## src/rtl/gate_test_pkg.sv

```systemverilog
// Shared types and helpers for the quad 2-input gate vector tester.
// Holds the FSM state type, gate function codes and the expected-output function.
package gate_test_pkg;

    typedef enum logic [1:0] {
        IDLE = 2'd0,
        RUN  = 2'd1,
        DONE = 2'd2
    } state_t;

    localparam logic [1:0] FUNC_AND  = 2'b00;
    localparam logic [1:0] FUNC_NAND = 2'b01;
    localparam logic [1:0] FUNC_OR   = 2'b10;
    localparam logic [1:0] FUNC_XOR  = 2'b11;

    function automatic logic gate_expect(input logic [1:0] func, input logic a, input logic b);
        logic y;
        case (func)
            FUNC_AND:  y = a & b;
            FUNC_NAND: y = ~(a & b);
            FUNC_OR:   y = a | b;
            default:   y = a ^ b;
        endcase
        return y;
    endfunction

endpackage

```

## src/rtl/sync_2ff.sv

```systemverilog
// Two-flop synchronizer for a bus of independent asynchronous bits.
// Each bit is synchronized on its own; no bus coherency is implied.
module sync_2ff #(
    parameter int unsigned WIDTH = 1
) (
    input  logic             clk,
    input  logic             rst_n,
    input  logic [WIDTH-1:0] d,
    output logic [WIDTH-1:0] q
);

    logic [WIDTH-1:0] meta;

    always_ff @(posedge clk or negedge rst_n) begin
        if (!rst_n) begin
            meta <= '0;
            q    <= '0;
        end else begin
            meta <= d;
            q    <= meta;
        end
    end

endmodule

```

## src/rtl/quad_gate_vector_tester.sv

```systemverilog
// Drives the 2-input truth table into a quad gate package and checks the returned outputs.
// Each vector is held SETTLE_CYCLES+1 cycles; the synchronized Y is compared in the last cycle.
module quad_gate_vector_tester #(
    parameter int unsigned NUM_GATES     = 4,
    parameter int unsigned SETTLE_CYCLES = 4
) (
    input  logic                 CLK,
    input  logic                 RST_N,
    input  logic                 START,
    input  logic [1:0]           FUNC_SEL,
    output logic [NUM_GATES-1:0] A,
    output logic [NUM_GATES-1:0] B,
    input  logic [NUM_GATES-1:0] Y,
    output logic                 BUSY,
    output logic                 DONE,
    output logic                 PASS,
    output logic [NUM_GATES-1:0] FAIL_GATE,
    output logic [1:0]           FAIL_VEC
);

    import gate_test_pkg::state_t;
    import gate_test_pkg::gate_expect;

    localparam int unsigned    CNT_W    = $clog2(SETTLE_CYCLES + 1);
    localparam logic [CNT_W-1:0] CNT_LAST = CNT_W'(SETTLE_CYCLES);

    state_t                 state;
    logic [1:0]             func;
    logic [1:0]             vec;
    logic [1:0]             vec_next;
    logic [CNT_W-1:0]       cnt;
    logic [NUM_GATES-1:0]   y_sync;
    logic [NUM_GATES-1:0]   expect_vec;
    logic [NUM_GATES-1:0]   mismatch;

    sync_2ff #(.WIDTH(NUM_GATES)) u_sync (
        .clk   (CLK),
        .rst_n (RST_N),
        .d     (Y),
        .q     (y_sync)
    );

    always_comb begin
        expect_vec = {NUM_GATES{gate_expect(func, vec[1], vec[0])}};
        mismatch   = y_sync ^ expect_vec;
        vec_next   = vec + 2'd1;
    end

    always_ff @(posedge CLK or negedge RST_N) begin
        if (!RST_N) begin
            state     <= gate_test_pkg::IDLE;
            func      <= '0;
            vec       <= '0;
            cnt       <= '0;
            A         <= '0;
            B         <= '0;
            BUSY      <= 1'b0;
            DONE      <= 1'b0;
            PASS      <= 1'b0;
            FAIL_GATE <= '0;
            FAIL_VEC  <= '0;
        end else begin
            case (state)
                gate_test_pkg::IDLE, gate_test_pkg::DONE: begin
                    if (START) begin
                        state     <= gate_test_pkg::RUN;
                        func      <= FUNC_SEL;
                        vec       <= '0;
                        cnt       <= '0;
                        A         <= '0;
                        B         <= '0;
                        BUSY      <= 1'b1;
                        DONE      <= 1'b0;
                        PASS      <= 1'b0;
                        FAIL_GATE <= '0;
                        FAIL_VEC  <= '0;
                    end
                end
                gate_test_pkg::RUN: begin
                    if (cnt == CNT_LAST) begin
                        cnt       <= '0;
                        FAIL_GATE <= FAIL_GATE | mismatch;
                        // FAIL_GATE still empty means no earlier vector has failed
                        if (FAIL_GATE == '0 && mismatch != '0)
                            FAIL_VEC <= vec;
                        if (vec == 2'd3) begin
                            state <= gate_test_pkg::DONE;
                            BUSY  <= 1'b0;
                            DONE  <= 1'b1;
                            PASS  <= ~|(FAIL_GATE | mismatch);
                            A     <= '0;
                            B     <= '0;
                        end else begin
                            vec <= vec_next;
                            A   <= {NUM_GATES{vec_next[1]}};
                            B   <= {NUM_GATES{vec_next[0]}};
                        end
                    end else begin
                        cnt <= cnt + CNT_W'(1);
                    end
                end
                default: state <= gate_test_pkg::IDLE;
            endcase
        end
    end

endmodule

```

## config.mk

```make
export PLATFORM = sky130hd
export DESIGN_NAME = quad_gate_vector_tester
export DESIGN_NICKNAME = d
export VERILOG_FILES = /design/src/rtl/gate_test_pkg.sv /design/src/rtl/sync_2ff.sv /design/src/rtl/quad_gate_vector_tester.sv
export SDC_FILE = /design/constraint.sdc
export NUM_CORES = 1
export LEC_CHECK = 0
export ABC_AREA = 1
export CORE_ASPECT_RATIO = 1.75
export CORE_MARGIN = 10
export CORE_UTILIZATION = 38
export CTS_BUF_LIST = sky130_fd_sc_hd__clkbuf_4 sky130_fd_sc_hd__clkbuf_8
export DETAILED_ROUTE_END_ITERATION = 10
export PLACE_DENSITY = 0.73
export SETUP_SLACK_MARGIN = 0.4
export SLEW_MARGIN = 10
export SYNTH_ARGS = -nofsm -noshare
export SYNTH_HDL_FRONTEND = slang
export SYNTH_SLANG_ARGS = --single-unit
```

## constraint.sdc

```tcl
create_clock -name CLK -period 4.1 [get_ports CLK]
set_input_delay 0.41 -clock CLK [delete_from_list [all_inputs] [get_ports CLK]]
set_output_delay 0.41 -clock CLK [all_outputs]
set_load 0.005 [all_outputs]
```

==> impl_metrics.env, run 1 <==
export IMPL_run_status="finished, final reports clean"
export IMPL_ant_nets=0
export IMPL_finalNetCount=186
export IMPL_holdBufCountCts=0
export IMPL_clk_latency_ns=0.27
export IMPL_rsz0062_at_grt="false"
export IMPL_dieHeight_um=98.4
export IMPL_die_w_um=64.8
export IMPL_pin_count=26
export IMPL_period_share=0.464
export IMPL_antenna_cells=0
export IMPL_syn_area_mm2=0.00134
export IMPL_grt_overflow=0
export IMPL_grt_pass1_vias=1172
export IMPL_via_per_inst=4.87
export IMPL_report_final_slew_viol_count=0
export IMPL_synth_common_cells="nand2_1, dfrtp_1, inv_1"
export IMPL_required_ns=4.27
export IMPL_cts_root_buf="clkbuf_8"
export IMPL_routed_via_count=1057
export IMPL_die_area_mm2=0.00638
export IMPL_antenna_found_initial=0
export IMPL_grt_usage=0.0905
export IMPL_ys_ff_latch=28
export IMPL_area_growth_pct=24.3
export IMPL_finalHoldViolations=0
export IMPL_path_clk_slew_ns=0.09
export IMPL_start_util=0.393
export IMPL_final_util=0.489
export IMPL_syn_instance_count=148
export IMPL_cts_sinks=28
export IMPL_p_int_w=0.000715
export IMPL_gp_congestion=0.872
export IMPL_syn_area_per_cell_um2=9.03
export IMPL_arrival_ns=2.07
export IMPL_synth_largest_area_cell="dfrtp_1"
export IMPL_synth_seq_area_share=0.524
export IMPL_p_per_area_mw_per_mm2=750
export IMPL_power_switching_w=0.000531
export IMPL_synthTopCellsByArea="dfrtp_1, nand2_1, inv_1, nand3_1, ha_1"
export IMPL_yosysUniqueCellTypes=21
export IMPL_cts_tree="built"
export IMPL_drtIter0Drc=36
export IMPL_critPathCaptureType="flop"
export IMPL_seqPwrFrac=0.337
export IMPL_clk_path_buf_depth=2
export IMPL_hold_class="flop to flop"
export IMPL_synthArstFlopShare=1.00
export IMPL_syn_nets=161
export IMPL_cap_violations=0
export IMPL_ys_warn_count=0
export IMPL_drive_gt1_frac=0.140
export IMPL_p_leak_nw=0.815
export IMPL_skew_ns=0.00432
export IMPL_cts_setup_buffers=0
export IMPL_drcViolationCount=0
export IMPL_start_kind="flop"
export IMPL_rows=28
export IMPL_worstPathMaxFanout=5
export IMPL_cts_htree_levels=1
export IMPL_wl_um=2710
export IMPL_clkPwrFrac=0.133
export IMPL_post_cts_resize_count=0
export IMPL_io_buffers=25
export IMPL_grt_max_degree=29
export IMPL_fin_tns_setup_ns=0
export IMPL_relSlewSlack=0.771
export IMPL_synth_edf_count=0
export IMPL_wl_per_cell_um=12.5
export IMPL_setup_violations=0
export IMPL_min_period_ns=1.90
export IMPL_yosys_most_used_dff="dfrtp_1"
export IMPL_cts_buffers=3
export IMPL_coreArea_mm2=0.00340
export IMPL_drt_pass1_iterations=2
export IMPL_hpwl_um=2220
export IMPL_fmax_mhz=526
export IMPL_grt_first_pass_wirelength_um=4750
export IMPL_synth_most_common_cell="nand2_1"
export IMPL_p_comb_frac=0.530
export IMPL_switching_share=0.426
export IMPL_worst_slew_pin_slew_ns=0.344
export IMPL_synth_top_area_frac=0.524
export IMPL_path_class="flop to flop"
export IMPL_vdd_ir_drop_worst_v=0.000375
## path summary, 6_finish.rpt
path / startpoint / end / slack, ns / cells after the start
max: vec[0] / FAIL_VEC[1] / 2.20 / 16
min: u_sync.meta[1] / u_sync.q[1] / 0.36 / 0
max reg2reg: vec[0] / FAIL_VEC[1] / 2.20 / 16
min reg2reg: u_sync.meta[1] / u_sync.q[1] / 0.36 / 0
max in group asynchronous: RST_N / u_sync.meta[1] / 3.34 / 2
min in group asynchronous: RST_N / state[0] / 0.50 / 2
## routing by layer
| layer | wire length, um | global-route usage | vias up |
|---|---|---|---|
| met1 | 945 | 0.0816 | 513 |
| met3 | 211 | 0.0261 | 11 |
| li1 | - | - | 506 |
| met5 | 0 | 0 | - |
| met4 | 108 | 0.0695 | 0 |
| met2 | 1440 | 0.162 | 27 |
## final cells by class
type | instances | area, um2
Multi-Input combinational cell | 93 | 512
Tap cell | 45 | 56.3
Fill cell | 337 | 1740
Sequential cell | 28 | 701
Inverter | 21 | 78.8
Timing Repair Buffer | 26 | 258
Clock buffer | 4 | 55.1
## cell families (layout without fill, tap and decap cells)
group	Yosys count	after routing	synth area share
AOI/OAI and AO/OA	15	15	0.0618
DFF	28	28	0.524
adders and majority gates	4	4	0.0375
buffers and inverters	27	51	0.0927
xor gates and xnor gates	1	1	0.00656
and+or+nand+nor	73	73	0.277
## layout by cell type (no fill, tap or decap)
cell type	Yosys	final
nor2_1	12	12
o21ai_2	1	1
ha_1	4	4
nand3_1	11	11
inv_1	17	17
nor2_4	3	3
nand2_1	32	32
o22ai_1	1	1
clkbuf_8	0	4
clkdlybuf4s50_1	0	25
nand2_4	3	3
xnor2_1	1	1
a21oi_1	2	2
o21ai_0	10	10
buf_4	6	1
nor4_1	1	1
nand3_2	1	1
nor2_2	1	1
inv_2	4	4
dfrtp_1	28	28
nand2_2	6	6
nand3b_1	3	3
o31ai_1	1	1
## stage by stage
step / area [um2] / hold WS (ns) / worst slack [ns] / total power, W / cells
6_report: 1660 / 0.355 / 2.20 / 0.00125 / 217
5_1_grt: 1660 / 0.367 / 2.02 / 0.00136 / 217
4_1_cts: 1660 / 0.358 / 2.20 / 0.00126 / 217
3_5_place_dp: 1610 / 0.337 / 2.21 / 0.00109 / 213
3_3_place_gp: 1610 / 0.333 / 2.30 / 0.00106 / 213
2_1_floorplan: 1340 / 0.114 / 2.49 / 0.000881 / 148
## critical path, stage by stage, from the launching register on
cell     delay, ns
dfrtp_1       0.39
inv_1         0.09
ha_1          0.31
inv_1         0.08
nand2_1       0.07
nand2_2       0.08
nand2_4       0.06
nand2_2       0.08
nand2_1       0.06
nand2_1       0.10
nor2_1        0.06
nand2_1       0.08
nand2_1       0.07
nand2_2       0.10
nand2_2       0.06
nand2_1       0.06
nand2_1       0.04
## sequential cells by signal (all words and copies together), names as in the netlist
| register | cells |
|---|---|
| u_sync.q | 4 |
| vec | 2 |
| func | 2 |
| u_sync.meta | 4 |
| state | 2 |
| FAIL_VEC | 2 |
| B | 1 |
| A | 1 |
| DONE | 1 |
| PASS | 1 |
| cnt | 3 |
| FAIL_GATE | 4 |
| BUSY | 1 |
## power by group through the flow
stage / registers, W / logic (W) / clock network (W)
after floorplan: 0.000418 / 0.000463 / 0
after global placement: 0.000421 / 0.000644 / 0
after detailed placement: 0.000425 / 0.000668 / 0
after CTS: 0.000420 / 0.000671 / 0.000170
after global routing: 0.000432 / 0.000752 / 0.000180
final: 0.000419 / 0.000661 / 0.000166
Note: power is estimated with default switching activity, not from simulation.
==> run 2, diff against run 1 <==
--- a/config.mk
+++ b/config.mk
@@ -11,7 +11,7 @@
 export CORE_UTILIZATION = 38
 export CTS_BUF_LIST = sky130_fd_sc_hd__clkbuf_4 sky130_fd_sc_hd__clkbuf_8
 export DETAILED_ROUTE_END_ITERATION = 10
-export PLACE_DENSITY = 0.73
+export PLACE_DENSITY = 0.75
 export SETUP_SLACK_MARGIN = 0.4
 export SLEW_MARGIN = 10
 export SYNTH_ARGS = -nofsm -noshare
==> constraint.sdc (replaced) <==
create_clock -name CLK -period 1.69 [get_ports CLK]
set_input_delay 0.169 -clock CLK [delete_from_list [all_inputs] [get_ports CLK]]
set_output_delay 0.169 -clock CLK [all_outputs]
set_load 0.005 [all_outputs]
==> run 2 against run 1 <==
Net effect:
- the run now ends with negative setup slack left
- setup slack got worse by 2.3 ns
- die area did not move
- via count up 7.0%
- sequential power rose by 140%
- critical path type unchanged
- largest cell class unchanged
- highest routed layer unchanged
==> impl_metrics.env, run 2 (synthesis gave the netlist of run 1 again) <==
export IMPL_run_status="complete, but fails checks"
export IMPL_violations="negative setup slack"
export IMPL_cts_sinks=28
export IMPL_cpMaxStageDelayCell="dfrtp_1"
export IMPL_cp_top_family="simple AND/OR/NAND/NOR gates"
export IMPL_cts_tree="built"
export IMPL_clk_path_buf_depth=2
export IMPL_cts_buffers=3
export IMPL_required_ns=1.87
export IMPL_drt_pass1_iterations=4
export IMPL_r2r_cells=16
export IMPL_grt_max_degree=29
export IMPL_ant_nets=0
export IMPL_setup_violations=2
export IMPL_cts_root_buf="clkbuf_8"
export IMPL_pin_count=26
export IMPL_critPathCaptureType="flop"
export IMPL_path_clk_slew_ns=0.09
export IMPL_num_fill_cells=298
export IMPL_drcViolationCount=0
export IMPL_io_buffers=25
export IMPL_p_int_w=0.00216
export IMPL_dieHeight_um=98.4
export IMPL_rows=28
export IMPL_path_class="flop to flop"
export IMPL_start_kind="flop"
export IMPL_cts_htree_levels=1
export IMPL_vdd_ir_drop_worst_v=0.000901
export IMPL_clkPwrFrac=0.109
export IMPL_p_comb_frac=0.623
export IMPL_layout_common_cells="dfrtp_1, nand2_1, buf_4"
export IMPL_finalHoldViolations=0
export IMPL_min_period_ns=1.75
export IMPL_grt_pass1_vias=1118
export IMPL_worst_r2r_endpoint="FAIL_VEC[0]"
export IMPL_antenna_found_initial=0
export IMPL_area_growth_pct=49.9
export IMPL_cap_violations=0
export IMPL_report_final_slew_viol_count=0
export IMPL_worst_slew_pin_slew_ns=0.403
export IMPL_die_w_um=64.8
export IMPL_wl_um=3440
export IMPL_clk_latency_ns=0.28
export IMPL_fin_ws_ns=-0.0572
export IMPL_reg_top3="FAIL_GATE x4, u_sync.meta x4, u_sync.q x4"
export IMPL_fmax_mhz=572
export IMPL_die_area_mm2=0.00638
export IMPL_rsz0062_at_grt="true"
export IMPL_wl_per_cell_um=14.2
export IMPL_start_util=0.393
export IMPL_finalNetCount=212
export IMPL_startpoint="vec[0]"
export IMPL_worstPathMaxFanout=5
export IMPL_routed_via_count=1131
export IMPL_gp_congestion=0.869
export IMPL_grt_first_pass_wirelength_um=5020
export IMPL_path_cells="inv_2, ha_4, inv_2, nand2_2, nand2_2, nand2_4, nand2_4, nand2_1, nand2_1, nor2_1, nand2_1, nand2_2, nand2_2, nand2_2, nand2_1, nand2_1"
export IMPL_worst_path_largest_cell_delay_ns=0.41
export IMPL_drtIter0Drc=29
export IMPL_antenna_cells=0
export IMPL_hpwl_um=2240
export IMPL_coreArea_mm2=0.00340
export IMPL_skew_ns=0.00160
export IMPL_r2r_slack_ns=-0.06
export IMPL_p_leak_nw=1.04
export IMPL_arrival_ns=1.92
export IMPL_via_per_inst=4.65
export IMPL_dp_cells=215
export IMPL_final_cells=243
export IMPL_relSlewSlack=0.729
export IMPL_power_switching_w=0.00167
export IMPL_drive_gt1_frac=0.409
export IMPL_worst_path_buf_inv=2
export IMPL_hold_ws_ns=0.256
export IMPL_grt_usage=0.0988
export IMPL_holdBufCountCts=0
export IMPL_switching_share=0.436
export IMPL_hold_class="input port to async pin"
export IMPL_period_share=1.03
export IMPL_final_common_cell="dfrtp_1"
export IMPL_p_per_area_mw_per_mm2=1910
export IMPL_seqPwrFrac=0.267
export IMPL_timing_rr_start="vec[0]"
export IMPL_grt_overflow=0
[run 2: changes by cell type in the layout (fill, tap and decap cells not counted), moves of 8 or more]
| cell | before | now |
|---|---|---|
| buf_4 | 1 | 21 |
| clkdlybuf4s50_1 | 25 | 8 |
| dlygate4sd2_1 | 0 | 14 |
| inv_1 | 17 | 8 |
| nand2_1 | 32 | 21 |
| nand2_2 | 6 | 14 |
[run 2: worst reg2reg max path, stage by stage (launching register included)]
cell and delay [ns]:
dfrtp_1 0.41, inv_2 0.10, ha_4 0.20, inv_2 0.06
nand2_2 0.05, nand2_2 0.07, nand2_4 0.07, nand2_4 0.10
nand2_1 0.10, nand2_1 0.07, nor2_1 0.04, nand2_1 0.07
nand2_2 0.05, nand2_2 0.09, nand2_2 0.06, nand2_1 0.06
nand2_1 0.05
[run 2: power groups by stage]
stage	Sequential, W	Clock (W)	Combinational [W]
5_1_grt	0.00105	0.000456	0.00262
4_1_cts	0.00101	0.000422	0.00200
6_report	0.00102	0.000419	0.00238
2_1_floorplan	0.00102	0	0.00119
3_3_place_gp	0.00103	0	0.00167
3_5_place_dp	0.00103	0	0.00170
[run 2: how the worst max path moves through the flow]
stage	endpoint	slack (ns)	cells past startpoint
final	FAIL_VEC[0]	-0.06	16
after global routing	FAIL_VEC[1]	-0.15	16
after CTS	FAIL_VEC[0]	0.02	14
after detailed placement	FAIL_VEC[1]	0.03	16
after global placement	FAIL_VEC[0]	0.04	13
after floorplan	FAIL_VEC[0]	0.16	15
[run 2: repair_timing]
action,CTS,global route
setup endpoints to repair,30,18
pin swaps,8,4
resized for setup,38,25
setup buffers,15,9
[run 2: final cells by class]
type	count	area (um2)	share of cell area
repair buffers	52	460	0.230
inverters	21	83.8	0.0418
multi-input cells	93	647	0.323
well taps	45	56.3	0.0281
flip-flops and latches	28	701	0.350
clock buffers	4	55.1	0.0275
[run 2: per-layer routing]
metal / up-vias / global-route usage / share of wire
met3: 7 / 0.0238 / 0.039
met4: 0 / 0.0679 / 0.027
li1: 556 / - / -
met5: - / 0 / 0
met1: 543 / 0.0847 / 0.36
met2: 25 / 0.188 / 0.58
[run 2: metrics by stage]
step	TNS, ns	cell area (um2)	utilization	worst slack (ns)	total power (W)
floorplan	0	1360	-	0.156	0.00220
global placement	0	1640	0.483	0.0393	0.00269
detailed placement	0	1640	0.483	0.0251	0.00274
CTS	0	1860	0.546	0.0161	0.00343
global route	-0.319	2000	0.589	-0.152	0.00412
finish	-0.102	2000	0.589	-0.0572	0.00382
==> run 3, diff against run 2 <==
--- a/config.mk
+++ b/config.mk
@@ -13,7 +13,6 @@
 export DETAILED_ROUTE_END_ITERATION = 10
 export PLACE_DENSITY = 0.75
 export SETUP_SLACK_MARGIN = 0.4
-export SLEW_MARGIN = 10
 export SYNTH_ARGS = -nofsm -noshare
 export SYNTH_HDL_FRONTEND = slang
 export SYNTH_SLANG_ARGS = --single-unit
==> results of run 3 <==
The final DEF is identical to that of run 2; final timing and power are the same.
